==> src/rtl/pipe_hazard_ctrl.sv <==
// Central stall/flush controller for the 5-stage pipeline.
// Detects load-use hazards, taken branches and data-memory wait states and
// drives the enable / synchronous-clear inputs of every pipeline register.
// A small RUN/WAIT/ERR machine tracks outstanding memory accesses and raises
// a sticky error if the memory stays busy for too long. Two saturating
// counters record stall cycles for performance debug.
module pipe_hazard_ctrl #(
    parameter int REG_ADDR_W = 5,
    parameter int TIMEOUT    = 255
) (
    input  logic                  clk,
    input  logic                  rst,
    input  logic [REG_ADDR_W-1:0] id_rs,
    input  logic [REG_ADDR_W-1:0] id_rt,
    input  logic                  id_uses_rt,
    input  logic                  ex_mem_read,
    input  logic [REG_ADDR_W-1:0] ex_rd,
    input  logic                  ex_branch_taken,
    input  logic                  mem_req,
    input  logic                  mem_ready,
    output logic                  pc_en,
    output logic                  ifid_en,
    output logic                  idex_en,
    output logic                  exmem_en,
    output logic                  memwb_en,
    output logic                  ifid_flush,
    output logic                  idex_flush,
    output logic                  exmem_flush,
    output logic                  memwb_flush,
    output logic                  mem_err,
    output logic [15:0]           lu_stall_cnt,
    output logic [15:0]           mem_stall_cnt
);

    typedef enum logic [1:0] {
        ST_RUN  = 2'd0,
        ST_WAIT = 2'd1,
        ST_ERR  = 2'd2
    } state_t;

    localparam logic [15:0] TIMEOUT_C = 16'(TIMEOUT);
    localparam logic [15:0] CNT_MAX_C = 16'hFFFF;

    state_t      state_r;
    state_t      state_nxt_s;
    logic [15:0] wait_cnt_r;
    logic [15:0] wait_cnt_nxt_s;
    logic        mem_err_r;
    logic [15:0] lu_cnt_r;
    logic [15:0] ms_cnt_r;

    logic        freeze_s;
    logic        load_use_s;
    logic        bubble_s;

    // Hazard detection: memory freeze (busy access or error) and load-use match.
    always_comb begin
        freeze_s   = (mem_req & ~mem_ready) | (state_r == ST_ERR);
        load_use_s = ex_mem_read & (ex_rd != {REG_ADDR_W{1'b0}}) &
                     ((ex_rd == id_rs) | (id_uses_rt & (ex_rd == id_rt)));
        // A bubble is only really inserted when nothing of higher priority wins.
        bubble_s   = load_use_s & ~freeze_s & ~ex_branch_taken;
    end

    // Pipeline register enables/flushes, highest-priority condition first.
    always_comb begin
        pc_en       = 1'b1;
        ifid_en     = 1'b1;
        idex_en     = 1'b1;
        exmem_en    = 1'b1;
        memwb_en    = 1'b1;
        ifid_flush  = 1'b0;
        idex_flush  = 1'b0;
        exmem_flush = 1'b0;
        memwb_flush = 1'b0;
        if (rst) begin
            pc_en       = 1'b0;
            ifid_en     = 1'b0;
            idex_en     = 1'b0;
            exmem_en    = 1'b0;
            memwb_en    = 1'b0;
            ifid_flush  = 1'b1;
            idex_flush  = 1'b1;
            exmem_flush = 1'b1;
            memwb_flush = 1'b1;
        end else if (freeze_s) begin
            // Whole pipeline holds; a taken branch stays in EX until release.
            pc_en    = 1'b0;
            ifid_en  = 1'b0;
            idex_en  = 1'b0;
            exmem_en = 1'b0;
            memwb_en = 1'b0;
        end else if (ex_branch_taken) begin
            // Both younger instructions are wrong-path, including a stalled one.
            ifid_flush = 1'b1;
            idex_flush = 1'b1;
        end else if (load_use_s) begin
            // Hold PC and IF/ID, push a bubble into ID/EX.
            pc_en      = 1'b0;
            ifid_en    = 1'b0;
            idex_flush = 1'b1;
        end else begin
            pc_en = 1'b1;
        end
    end

    // Memory-access tracking: next state and wait counter.
    always_comb begin
        state_nxt_s    = state_r;
        wait_cnt_nxt_s = wait_cnt_r;
        case (state_r)
            ST_RUN: begin
                if (mem_req && !mem_ready) begin
                    state_nxt_s    = ST_WAIT;
                    wait_cnt_nxt_s = 16'd1;
                end else begin
                    state_nxt_s = ST_RUN;
                end
            end
            ST_WAIT: begin
                // A dropped mem_req without mem_ready still counts as busy.
                if (mem_ready) begin
                    state_nxt_s    = ST_RUN;
                    wait_cnt_nxt_s = 16'd0;
                end else if (wait_cnt_r == TIMEOUT_C) begin
                    state_nxt_s = ST_ERR;
                end else begin
                    wait_cnt_nxt_s = wait_cnt_r + 16'd1;
                end
            end
            ST_ERR: begin
                state_nxt_s = ST_ERR;
            end
            default: begin
                state_nxt_s    = ST_RUN;
                wait_cnt_nxt_s = 16'd0;
            end
        endcase
    end

    // State, wait counter and sticky error register.
    always_ff @(posedge clk) begin
        if (rst) begin
            state_r    <= ST_RUN;
            wait_cnt_r <= 16'd0;
            mem_err_r  <= 1'b0;
        end else begin
            state_r    <= state_nxt_s;
            wait_cnt_r <= wait_cnt_nxt_s;
            mem_err_r  <= (state_nxt_s == ST_ERR);
        end
    end

    // Saturating performance counters for load-use bubbles and memory freezes.
    always_ff @(posedge clk) begin
        if (rst) begin
            lu_cnt_r <= 16'd0;
            ms_cnt_r <= 16'd0;
        end else begin
            if (bubble_s && (lu_cnt_r != CNT_MAX_C)) begin
                lu_cnt_r <= lu_cnt_r + 16'd1;
            end
            if (freeze_s && (ms_cnt_r != CNT_MAX_C)) begin
                ms_cnt_r <= ms_cnt_r + 16'd1;
            end
        end
    end

    assign mem_err       = mem_err_r;
    assign lu_stall_cnt  = lu_cnt_r;
    assign mem_stall_cnt = ms_cnt_r;

endmodule

==> config.mk <==
export PLATFORM = sky130hd
export DESIGN_NAME = pipe_hazard_ctrl
export DESIGN_NICKNAME = d
export VERILOG_FILES = /design/src/rtl/pipe_hazard_ctrl.sv
export SDC_FILE = /design/constraint.sdc
export NUM_CORES = 1
export LEC_CHECK = 0
export CORE_UTILIZATION = 40
export DETAILED_ROUTE_END_ITERATION = 8
export GPL_TIMING_DRIVEN = 0
export PLACE_DENSITY = 0.74
export SYNTH_ARGS = -nofsm -noshare
export SYNTH_HDL_FRONTEND = slang
export SYNTH_SLANG_ARGS = --single-unit
==> constraint.sdc <==
create_clock -name clk -period 3.2 [get_ports clk]
set_clock_uncertainty 0.1 [all_clocks]
set_input_delay 0.48 -clock clk [delete_from_list [all_inputs] [get_ports clk]]
set_output_delay 0.48 -clock clk [all_outputs]
set_load 0.03 [all_outputs]
# After elaboration in Yosys (flattened, before gate mapping)
# Index checks and enable logic that the tools add are counted.
# word_totals
regBits,51
inputBits,22
out_inout_bits,42
wordCells,59
# op_classes
addsub,3
n_eq_ne,10
mux,22
bitwise,12
n_reduce_logical,7
# ops
op,count
"adder 16 x 1 -> 16 bit, second input constant",3
2-to-1 mux 16 bit,3
one-hot mux 16 bit (3 select lines),1
"!= test 16 bit, second input constant",2
"== test 16 x 8 -> 1 bit, second input constant",1
2-to-1 mux 1 bit,15
== test 5 bit,2
bitwise AND 1 bit,6
one-hot mux 2 bit (3 select lines),1
nonzero test 5 bit,1
"== test 2 bit, second input constant",2
2-to-1 mux 2 bit,2
inverter 1 bit,4
logical AND 1 bit,3
"!= test 3 bit, second input constant",1
AND reduction 3 bit,1
"== test 2 x 1 -> 1 bit, second input constant",1
logical NOT 2 bit,1
"!= test 2 bit, second input constant",1
bitwise OR 1 bit,2
logical NOT 1 bit,1

# Logic depth before layout (Yosys ltp)
# depth
ltp_word,8
mapped_depth,8

# Worst setup path before layout
# Ideal clock, no wire load.
# synth_timing
path_kind,reg2reg
from,register lu_cnt_r[0] (netlist: lu_stall_cnt[0])
to,register lu_cnt_r[14] (netlist: lu_stall_cnt[14])
setup_ns,0.123
t_arrival_ns,2.214
setup_slack_ns,0.763
path_stages_with_launch,9
path_buffers,1
period_less_slack_ns,2.437
path_cell_list,dfxtp_1 -> ha_1 -> and4_1 -> and4bb_1 -> nor4_4 -> nand2_2 -> buf_6 -> nor4_2 -> mux2_1
# synth_between
elab_chain_cells,2
word_cells_on_any_way,3
# synth_lines
item,line,rtl
"start, declared",49,logic [15:0] lu_cnt_r;
"start signal, assigned",161,lu_cnt_r <= lu_cnt_r + 16'd1;
"parallel branches: the longest is 2 deep, another holds adder 16 x 1 -> 16 bit",--,
# Parallel ways; which one is timed is not known.
# A chain may end at the register's enable or synchronous reset.

# Final worst setup path
# layout_timing
from,input ex_rd[1]
to,output pc_en
# layout_between
elab_chain_cells,8
word_cells_on_any_way,11
# layout_lines
item,line,rtl
"start, declared",17,"input logic [REG_ADDR_W-1:0] ex_rd,"
== test 5 bit,60,((ex_rd == id_rs) | (id_uses_rt & (ex_rd == id_rt)));
bitwise AND 1 bit,60,
bitwise OR 1 bit,60,
bitwise AND 1 bit (*),59,load_use_s = ex_mem_read & (ex_rd != {REG_ADDR_W{1'b0}}) &
2-to-1 mux 1 bit (*),97,end else if (load_use_s) begin
2-to-1 mux 1 bit (*),93,end else if (ex_branch_taken) begin
2-to-1 mux 1 bit (*),86,end else if (freeze_s) begin
2-to-1 mux 1 bit (*),76,if (rst) begin
"end, declared",21,"output logic pc_en,"
# Mark *: on every way between the ends. The rest lies on a longest branch, timed or not.

==> summary.md <==
| Metric | Value |
|---|---|
| Outcome | complete, no violations |
| DR vias/cell | 5.18 |
| Row Count | 29 |
| FF+latch area | 1020 µm² |
| Die Span Y | around 83 µm |
| Setup violators final | 0 |
| Placed Cells | about 450 |
| Wire per inst | roughly 13 µm |
| Overall routing resource usage | 18.0% |
| Hold_ws | between 0.4 and 0.5 ns |
| Finished Core Util | 54.7% |
| Total negative slack | 0 ns |
| Worst slack at placement | -0.167 ns |
| Die area | between 6000 and 7000 µm² |
| Syn Area/Cell | between 8 and 9 µm² |
| Clock Sinks | 51 |
| Post-synth top area cell | dfxtp_1 |
| Maximum clock frequency | 326 MHz |
| GR Overflow Total | 0 |
| Mapped Area | approximately 2600 µm² |
| CTS tree | yes |
| Final estimated routing congestion in global placement | between 0.8 and 0.9 |
| Setup slack after layout | 0.130 ns |
| Core Area | between 6000 and 7000 µm² |
| Root Buffer | clkbuf_8 |
| Mapped Cells | just over 300 |
| Number of buffers created by CTS | 5 |
| Post-synth net total | between 300 and 400 |
| Critical Path AT | roughly 2.5 ns |
| Post-synth ARST share | 0% |
| Hold crit path type | register to register |
| I/O pins | between 60 and 70 |
| First DRT Iteration DRCs | 75 |
| Least-Margin Pin Slew | roughly 0.65 ns |
| Drt first pass iters | 4 |
| Multi-input gate area | roughly 1500 µm² |
| Fin. Hold Viols | 0 |
| VDD IR-drop max | 0.000277 V |
| Reg clk slew, reported paths | roughly 0.1 ns |
| Final net count | just over 400 |
| Vias in the first global route | ~2.3k |
| CP Max Fanout | 3 |
| Critical path capture point type | primary output |
| Die Wd | about 83 µm |
| H-tree levels | 2 |
| Drt total wl | just over 6000 µm |
| Min cycle time layout | 3.07 ns |
| Max_slew headroom | ~56% |
| First-pass GRT wire length | approximately 10000 µm |
| Leakage power | around 1.2 nW |
| Hold_buf cts | 0 |
| Sequential fraction of the synthesis area | between 30 and 40% |
| Worst skew pair latency | between 0.3 and 0.4 ns |
| I/O Buffers | 63 |
| Post-CTS Setup Repair Bufs | 0 |
| RSZ-0062 raised after global routing | false |
| Worst path required time | 2.62 ns |
| Finished Layout Cells | between 400 and 500 |
| DRC | 0 |
| Initial antenna violation count | 0 |
| P per Cell Area | between 300 and 400 nW/µm² |
| Via count | between 2k and 2.5k |
| CP startpoint kind | input pin |
| DRT antenna net count | 0 |
| Ant. Diodes | 0 |
| Post-synth EDFFs | 0 |
| Max_cap viols | 0 |
| CTS Buffer Depth | 2 |
| Final Max Slew Viols | 0 |
| Layout area overhead | 31.8% |
| Register bit total from synthesis | between 50 and 60 |
| Largest net degree at the start of global routing | 18 |
| Synth top area share | between 30% and 40% |
| Crit path kind | input pin to primary output |
| Yosys warnings | 0 |
| Detail Placement HPWL | about 4500 µm |
| Most used DFF post-synth | dfxtp_1 |
| Initial Utilization | 41.5% |
| Library cells used by synthesis | 44 |
| Filler cells | approximately 620 |
| Share of cells above drive strength 1 | a little over 8% |
| Fin crit share | a little over nine tenths |
| Synth area leaders | dfxtp_1, xnor2_1, nor2_1 |
## repair_timing
item / in CTS / in global routing
gates cloned: 0 / 0
resized for setup: 2 / 1
setup endpoints to repair: 2 / 1
## path summary, 6_finish.rpt
path,startpoint,to,slack (ns),cells past startpoint
max,ex_rd[1],pc_en,0.13,7
min reg2reg,wait_cnt_r[3],wait_cnt_r[3],0.41,2
max reg2reg,lu_stall_cnt[0],lu_stall_cnt[14],0.55,8
min,wait_cnt_r[3],wait_cnt_r[3],0.41,2
## flip-flops by register name (all words and copies together), names as in the netlist
register	count
lu_stall_cnt	16
mem_err	1
mem_stall_cnt	16
state_r	2
wait_cnt_r	16
## worst max-delay path: stages
cell	delay (ns)
clkdlybuf4s50_1	0.46
or4_1	0.56
o21ai_2	0.21
nand2b_1	0.16
o21a_1	0.13
buf_4	0.10
dlygate4sd2_1	0.38
## layer usage
layer / share of wire (%) / track usage [%] / vias up
met1: 48 / 23.4 / 1098
li1: - / - / 1218
met4: 0.31 / 4.23 / 0
met5: 0 / 0 / -
met3: 3.8 / 3.48 / 4
met2: 48 / 30.8 / 46
## synthesized netlist by cell type (all sizes together), types with 2 or more instances
cell type	n
nor3b	2
mux2	2
nor3	7
and4	5
nand3	18
nor2	54
xnor2	27
dfxtp	51
nor2b	2
a21oi	12
o31ai	2
nor4	7
or4	3
a21o	3
xor2	16
o21ai	10
clkbuf	4
inv	4
and3	8
or3	5
nand2	21
ha	3
mux2i	5
nand4	16
or2	2
buf	8
nand2b	2
o21a	2
## power by group
group | total (mW) | internal [mW] | switching (mW)
clock | 0.471 | 0.236 | 0.235
sequential | 0.644 | 0.638 | 0.00596
combinational | 0.144 | 0.0680 | 0.0762
## cell type report
type | count | area share, %
Sequential cell | 51 | 29.2
Buffer | 12 | 2.11
Multi-Input combinational cell | 242 | 44.1
Timing Repair Buffer | 63 | 18.1
Inverter | 4 | 0.430
Tap cell | 77 | 2.76
Clock inverter | 3 | 1.33
Clock buffer | 5 | 1.97
## cells by family after synthesis
group	Yosys count	synth area share (%)
simple gates	155	30.7
flops	51	38.5
xor+xnor	43	14.2
compound gates	34	9.07
buf+inv	16	3.35
mux	7	2.74
fa+ha+maj	3	1.42
## metrics by stage
step / power, mW / instance area, µm²
after global routing: 1.30 / 3490
final: 1.26 / 3490
after detailed placement: 0.804 / 3380
after floorplan: 0.739 / 2650
after global placement: 0.803 / 3380
after CTS: 1.27 / 3490
## cells in the final DEF (no fill, tap or decap), drive strengths merged, types with 2 or more instances in the layout
master          n
a21o            3
a21oi          12
and3            8
and4            5
buf             8
clkbuf          9
clkdlybuf4s50  60
dfxtp          51
dlygate4sd2     2
ha              3
inv             5
mux2            2
mux2i           5
nand2          21
nand2b          2
nand3          18
nand4          16
nor2           54
nor2b           2
nor3            7
nor3b           2
nor4            7
o21a            2
o21ai          10
o31ai           2
or2             2
or3             5
or4             3
xnor2          27
xor2           16
No activity file was read; power rests on OpenSTA's default activity.
==> patch 1 (same flow settings) <==
Reset style: asynchronous (`rst`), changed in 2 clocked blocks.
--- a/src/rtl/pipe_hazard_ctrl.sv
+++ b/src/rtl/pipe_hazard_ctrl.sv
@@ -139,7 +139,7 @@
     end
 
     // State, wait counter and sticky error register.
-    always_ff @(posedge clk) begin
+    always_ff @(posedge clk or posedge rst) begin
         if (rst) begin
             state_r    <= ST_RUN;
             wait_cnt_r <= 16'd0;
@@ -152,7 +152,7 @@
     end
 
     // Saturating performance counters for load-use bubbles and memory freezes.
-    always_ff @(posedge clk) begin
+    always_ff @(posedge clk or posedge rst) begin
         if (rst) begin
             lu_cnt_r <= 16'd0;
             ms_cnt_r <= 16'd0;
Check against the original RTL: differs if rst is asserted again (counterexample within 4 cycles, from zero or initial values and one cycle with rst high); with rst held inactive, the same outputs for 10 cycles.
==> patch 1 against the original RTL <==
Synthesized cell count decreased by 2.9%. Critical path type unchanged. Area after synthesis up 11%. Setup slack got worse by 0.054 ns. Maximum frequency fell by 1.7%. Final area increased by 10%. Wire length is 11% higher. Register-to-register slack gained 0.52 ns. Sequential cell count stayed put. Cell count is 3.1% higher.
Power is not compared: it rests on default switching activity, and its combinational part moved more than twofold at a synthesized area within 25%.
==> patch 1: results (changes against the original RTL) <==
Critical path:
- The worst flop-to-flop path endpoint is wait_cnt_r[9].
- The worst reg-to-reg setup slack came to 1.07 ns (+0.52 ns).
- The largest individual stage delay along the critical path comes from the cell sky130_fd_sc_hd__or4_4.
- The data arrival time of the critical path is 2.54 ns (+0.05 ns).
- The capture point of the critical path is pc_en.
- The family with the most delay on the worst path is buffers and inverters.
- The peak per-stage delay on the critical path came to 0.58 ns (+0.02 ns).
- The highest net fanout along the worst path is 4 (+1).
- The source of the worst register-to-register timing path is wait_cnt_r[0].

Finish:
- The number of diodes added for antenna fixing came to 0 (unchanged).
- The final net count is 399 (-1.2%).
- The share of cells above drive strength 1 was 12.80% (+4.6 points).
- The fill cell instance count of the final layout is 613 (-0.33%).

Placed design:
- The post-placement cell count is 459 (+2.2%).
- The area of placed instances is 3707 um2 (+9.8%).
- The sum of net half-perimeters after detailed placement came to 4790 um (+6.6%).
- The number of port buffers is 63 (unchanged).
- The pre-CTS setup slack is -0.7344 ns (-0.5670 ns).
- The global placer's final weighted congestion is 0.8538 (+6.2%).

CTS:
- The CTS buffer count was 5 (unchanged).
- After clock tree synthesis, the clock-pin slew on the worst setup and hold paths is 0.09 ns.
- The cell at the root of the clock tree is sky130_fd_sc_hd__clkbuf_8.

Route:
- The routed via count is 2509 (+6.0%).
- The number of iterations in the first detailed-routing pass is 6 (+2).
- The average detailed-routed wire length per instance is 14.41 um (+8.2%).
- The DRC marker count from the first detailed-route iteration is 109 (+45%).
- The total wirelength of the detailed-routed design was 6787 um (+11%).

GRT:
- The initial antenna violation count is 0 (unchanged).
- The wire length of the first global-routing pass is 11070 um (+6.2%).
- The global routing usage summed across all routing layers is 18.39% (+0.37 points).
- The pin count of the biggest net entering global routing is 27 (+9).
- The via count of the first global-routing pass is 2332 (+2.0%).

Yosys:
- The proportion of register bits with asynchronous set or reset after synthesis came to 100.0% (+100 points).
- The commonest cells after synthesis are sky130_fd_sc_hd__dfrtp_1 (51), sky130_fd_sc_hd__xnor2_1 (30), sky130_fd_sc_hd__nand3_1 (25), sky130_fd_sc_hd__nand2_1 (23), sky130_fd_sc_hd__nor2_1 (23).
- The synthesis warning total is 0 (unchanged).
- The count of different cell masters after synthesis is 58 (+32%).
- For this run, the leading register cell type out of synthesis is sky130_fd_sc_hd__dfrtp_1.
- The number of cells produced by synthesis is 300 (-2.9%).
- The sequential cell area fraction in the yosys report is 43.22% (+4.7 points).
- By area the synthesized netlist is led by sky130_fd_sc_hd__dfrtp_1 (43%), sky130_fd_sc_hd__xnor2_1 (8.9%), sky130_fd_sc_hd__nand3_1 (4.2%).
- The net count after synthesis is 325 (-2.7%).

Timing:
- The worst hold slack is 0.4071 ns (-0.002401 ns).
- The worst slew margin relative to its limit was 56.98% (+0.63 points).
- The final cycle utilization of the critical path was 97.61% (+1.7 points).

Run status:
- The run finished with clean final reports.

Pwr:
- IR analysis of the VDD net gives a maximum drop of 0.3557 mV.
[patch 1: changes by cell type in the layout (fill, tap and decap cells not counted), moves of 4 or more]
cell / delta
sky130_fd_sc_hd__a21oi_1: -6
sky130_fd_sc_hd__a31oi_1: +6
sky130_fd_sc_hd__dfrtp_1: +51
sky130_fd_sc_hd__dfxtp_1: -51
sky130_fd_sc_hd__mux2i_1: -4
sky130_fd_sc_hd__nand3_1: +7
sky130_fd_sc_hd__nand4_1: -4
sky130_fd_sc_hd__nor2_1: -32
sky130_fd_sc_hd__o21ai_0: +10
sky130_fd_sc_hd__or3_1: -5
sky130_fd_sc_hd__xor2_1: -5
[patch 1: routing by layer]
layer	global-route usage (%)	share of wire (%)	wire length, um	vias to the layer above
met3	3.770	7.0	474	8
met1	24.60	44	2993	1197
met4	5.812	1.3	91	0
li1	-	-	-	1224
met2	29.95	48	3228	80
met5	0	0	0	-
[patch 1: repair_timing]
| item | CTS | global route |
|---|---|---|
| endpoints found under the setup margin | 4 | 3 |
| buffers inserted | 1 | 1 |
| endpoints found under the hold margin | 0 | 0 |
| gates cloned | 2 | 0 |
| resized for setup | 4 | 1 |
| hold buffers | 0 | 0 |
| pin swaps | 1 | 0 |
[patch 1: logic make-up after synthesis]
family                   count (synthesis)  share of synthesized area (%)
flip-flops                              51                          43.22
AO/OA/AOI/OAI                           55                          13.01
adder cells (fa/ha/maj)                  3                          1.271
AND/OR/NAND/NOR                        125                          24.70
multiplexers                             4                          1.610
XOR/XNOR                                41                          12.16
buffers and inverters                   21                          4.025
[patch 1: layout make-up]
| type | count | area (um2) | share of cell area (%) |
|---|---|---|---|
| Buffer | 13 | 88.84 | 2.305 |
| Clock buffer | 5 | 68.82 | 1.786 |
| Clock inverter | 3 | 43.79 | 1.136 |
| Inverter | 8 | 33.78 | 0.8766 |
| Multi-Input combinational cell | 228 | 1568 | 40.68 |
| Sequential cell | 51 | 1276 | 33.12 |
| Tap cell | 96 | 120.1 | 3.117 |
| Timing Repair Buffer | 65 | 641.9 | 16.66 |
| Timing Repair inverter | 2 | 12.51 | 0.3247 |
[patch 1: how the worst min path moves through the flow]
stage / startpoint / endpoint / cells after the start
floorplan: wait_cnt_r[11] / wait_cnt_r[11] / 1
global placement: lu_stall_cnt[11] / lu_stall_cnt[11] / 1
detailed placement: lu_stall_cnt[15] / lu_stall_cnt[15] / 1
CTS: wait_cnt_r[11] / wait_cnt_r[11] / 1
global route: mem_stall_cnt[7] / mem_stall_cnt[7] / 1
finish: lu_stall_cnt[11] / lu_stall_cnt[11] / 1
[patch 1: power groups by stage]
stage	Combinational [uW]	Clock [uW]	Sequential, uW
after floorplan	176	0	862
after global placement	442	0	781
after detailed placement	452	0	784
after CTS	457	470	771
after global routing	486	500	785
final	453	455	773
==> patch 2 (same settings) <==
Without the edit above. Change the parameter `REG_ADDR_W` from 5 to 4.
--- a/src/rtl/pipe_hazard_ctrl.sv
+++ b/src/rtl/pipe_hazard_ctrl.sv
@@ -5,7 +5,7 @@
 // a sticky error if the memory stays busy for too long. Two saturating
 // counters record stall cycles for performance debug.
 module pipe_hazard_ctrl #(
-    parameter int REG_ADDR_W = 5,
+    parameter int REG_ADDR_W = 4,
     parameter int TIMEOUT    = 255
 ) (
     input  logic                  clk,
Ports: changed (resized ex_rd, id_rs and id_rt); port bits go from 64 to 61. No check against the original RTL was run, so the function may have changed too.
==> patch 2 against the original RTL <==
Area after synthesis increased by 10%. Count of clock-buffer cells in the layout increased by 2. Wire length increased by 15%. Sequential cell count unchanged. Register-to-register slack improved by 0.48 ns. Setup slack got worse by 0.043 ns. Maximum frequency decreased by 1.4%. Total power decreased by 5.2%. Final area increased by 7.3%. Largest cell class unchanged. Largest power group unchanged.
==> patch 2: results (changes against the original RTL) <==
Run status:
- The run finished with clean final reports.

GRT:
- The global routing usage summed across all routing layers is 19.17% (+1.1 points).
- The wire length of the first global-routing pass is 11700 um (+12%).
- The via count of the first global-routing pass came to 2527 (+10%).

Yosys:
- The share of the synthesized area in compound gates (AO/OA/AOI/OAI) is 14.65% (+5.6 points).
- The sequential cell area fraction in the yosys report is 34.95% (-3.6 points).
- The synthesized-area fraction occupied by adder cells came to 1.285% (-0.13 points).
- The net count after synthesis is 358 (+7.2%).
- The per-instance average area after synthesis is 8.695 um2 (+1.4%).

Pwr:
- The power per standard cell area is 318.7 nW/um2 (-12%).
- The leakage dissipation is 0.001252 uW (+5.7%).
- The switching power of the nets came to 311.9 uW (-1.5%).

Critical path:
- The peak per-stage delay on the critical path came to 0.50 ns (-0.06 ns).
- The launching instance or port of the critical path is ex_rd[0].
- The worst reg-to-reg setup slack is 1.03 ns (+0.48 ns).
- The slowest stage of the critical path belongs to the cell sky130_fd_sc_hd__o41a_1.

Finish:
- The final net count was 426 (+5.4%).
- The fill cell instance count of the final layout is 687 (+12%).

Placed design:
- The pre-CTS setup slack is -0.5357 ns (-0.3683 ns).
- The area of placed instances is 3642 um2 (+7.9%).
- The global placer's final weighted congestion is 0.8386 (+4.3%).

Worst hold path:
- The path with the worst hold slack has its endpoint at wait_cnt_r[1].
- The hold path startpoint is wait_cnt_r[1].

Timing:
- The setup slack of the critical path after layout is 0.08715 ns (-0.04332 ns).
- The worst hold slack was 0.4132 ns (+0.003603 ns).

Route:
- The via density per instance was 5.415 (+4.6%).
- The routed via count is 2713 (+15%).

CTS:
- The number of post-CTS setup repair buffers was 1 (+1).
patch 2: cell count changes in the layout (fill, tap and decap cells not counted), sizes merged, moves of 6 or more:
cell / before / now
nor2: 54 / 41
xnor2: 27 / 17
nor3: 7 / 16
o21ai: 10 / 2
a211oi: 0 / 7
clkbuf: 9 / 16
nor2b: 2 / 9
xor2: 16 / 9
a21oi: 12 / 18
mux2: 2 / 8
nand4: 16 / 10
or4: 3 / 9
patch 2: metal layers:
layer / part of all wire, % / global-route usage, % / vias up
li1: - / - / 1363
met1: 46 / 24.39 / 1268
met2: 48 / 32.03 / 72
met3: 4.4 / 3.886 / 10
met4: 1.3 / 6.855 / 0
met5: 0 / 0 / -
patch 2: layout make-up:
cell class,instances,share of cell area (%)
clock buffers,7,2.305
flip-flops and latches,51,27.26
repair buffers,61,16.00
multi-input cells,258,47.04
plain buffers,19,3.141
well taps,96,3.207
inverters,8,0.8019
clock inverters,1,0.2339
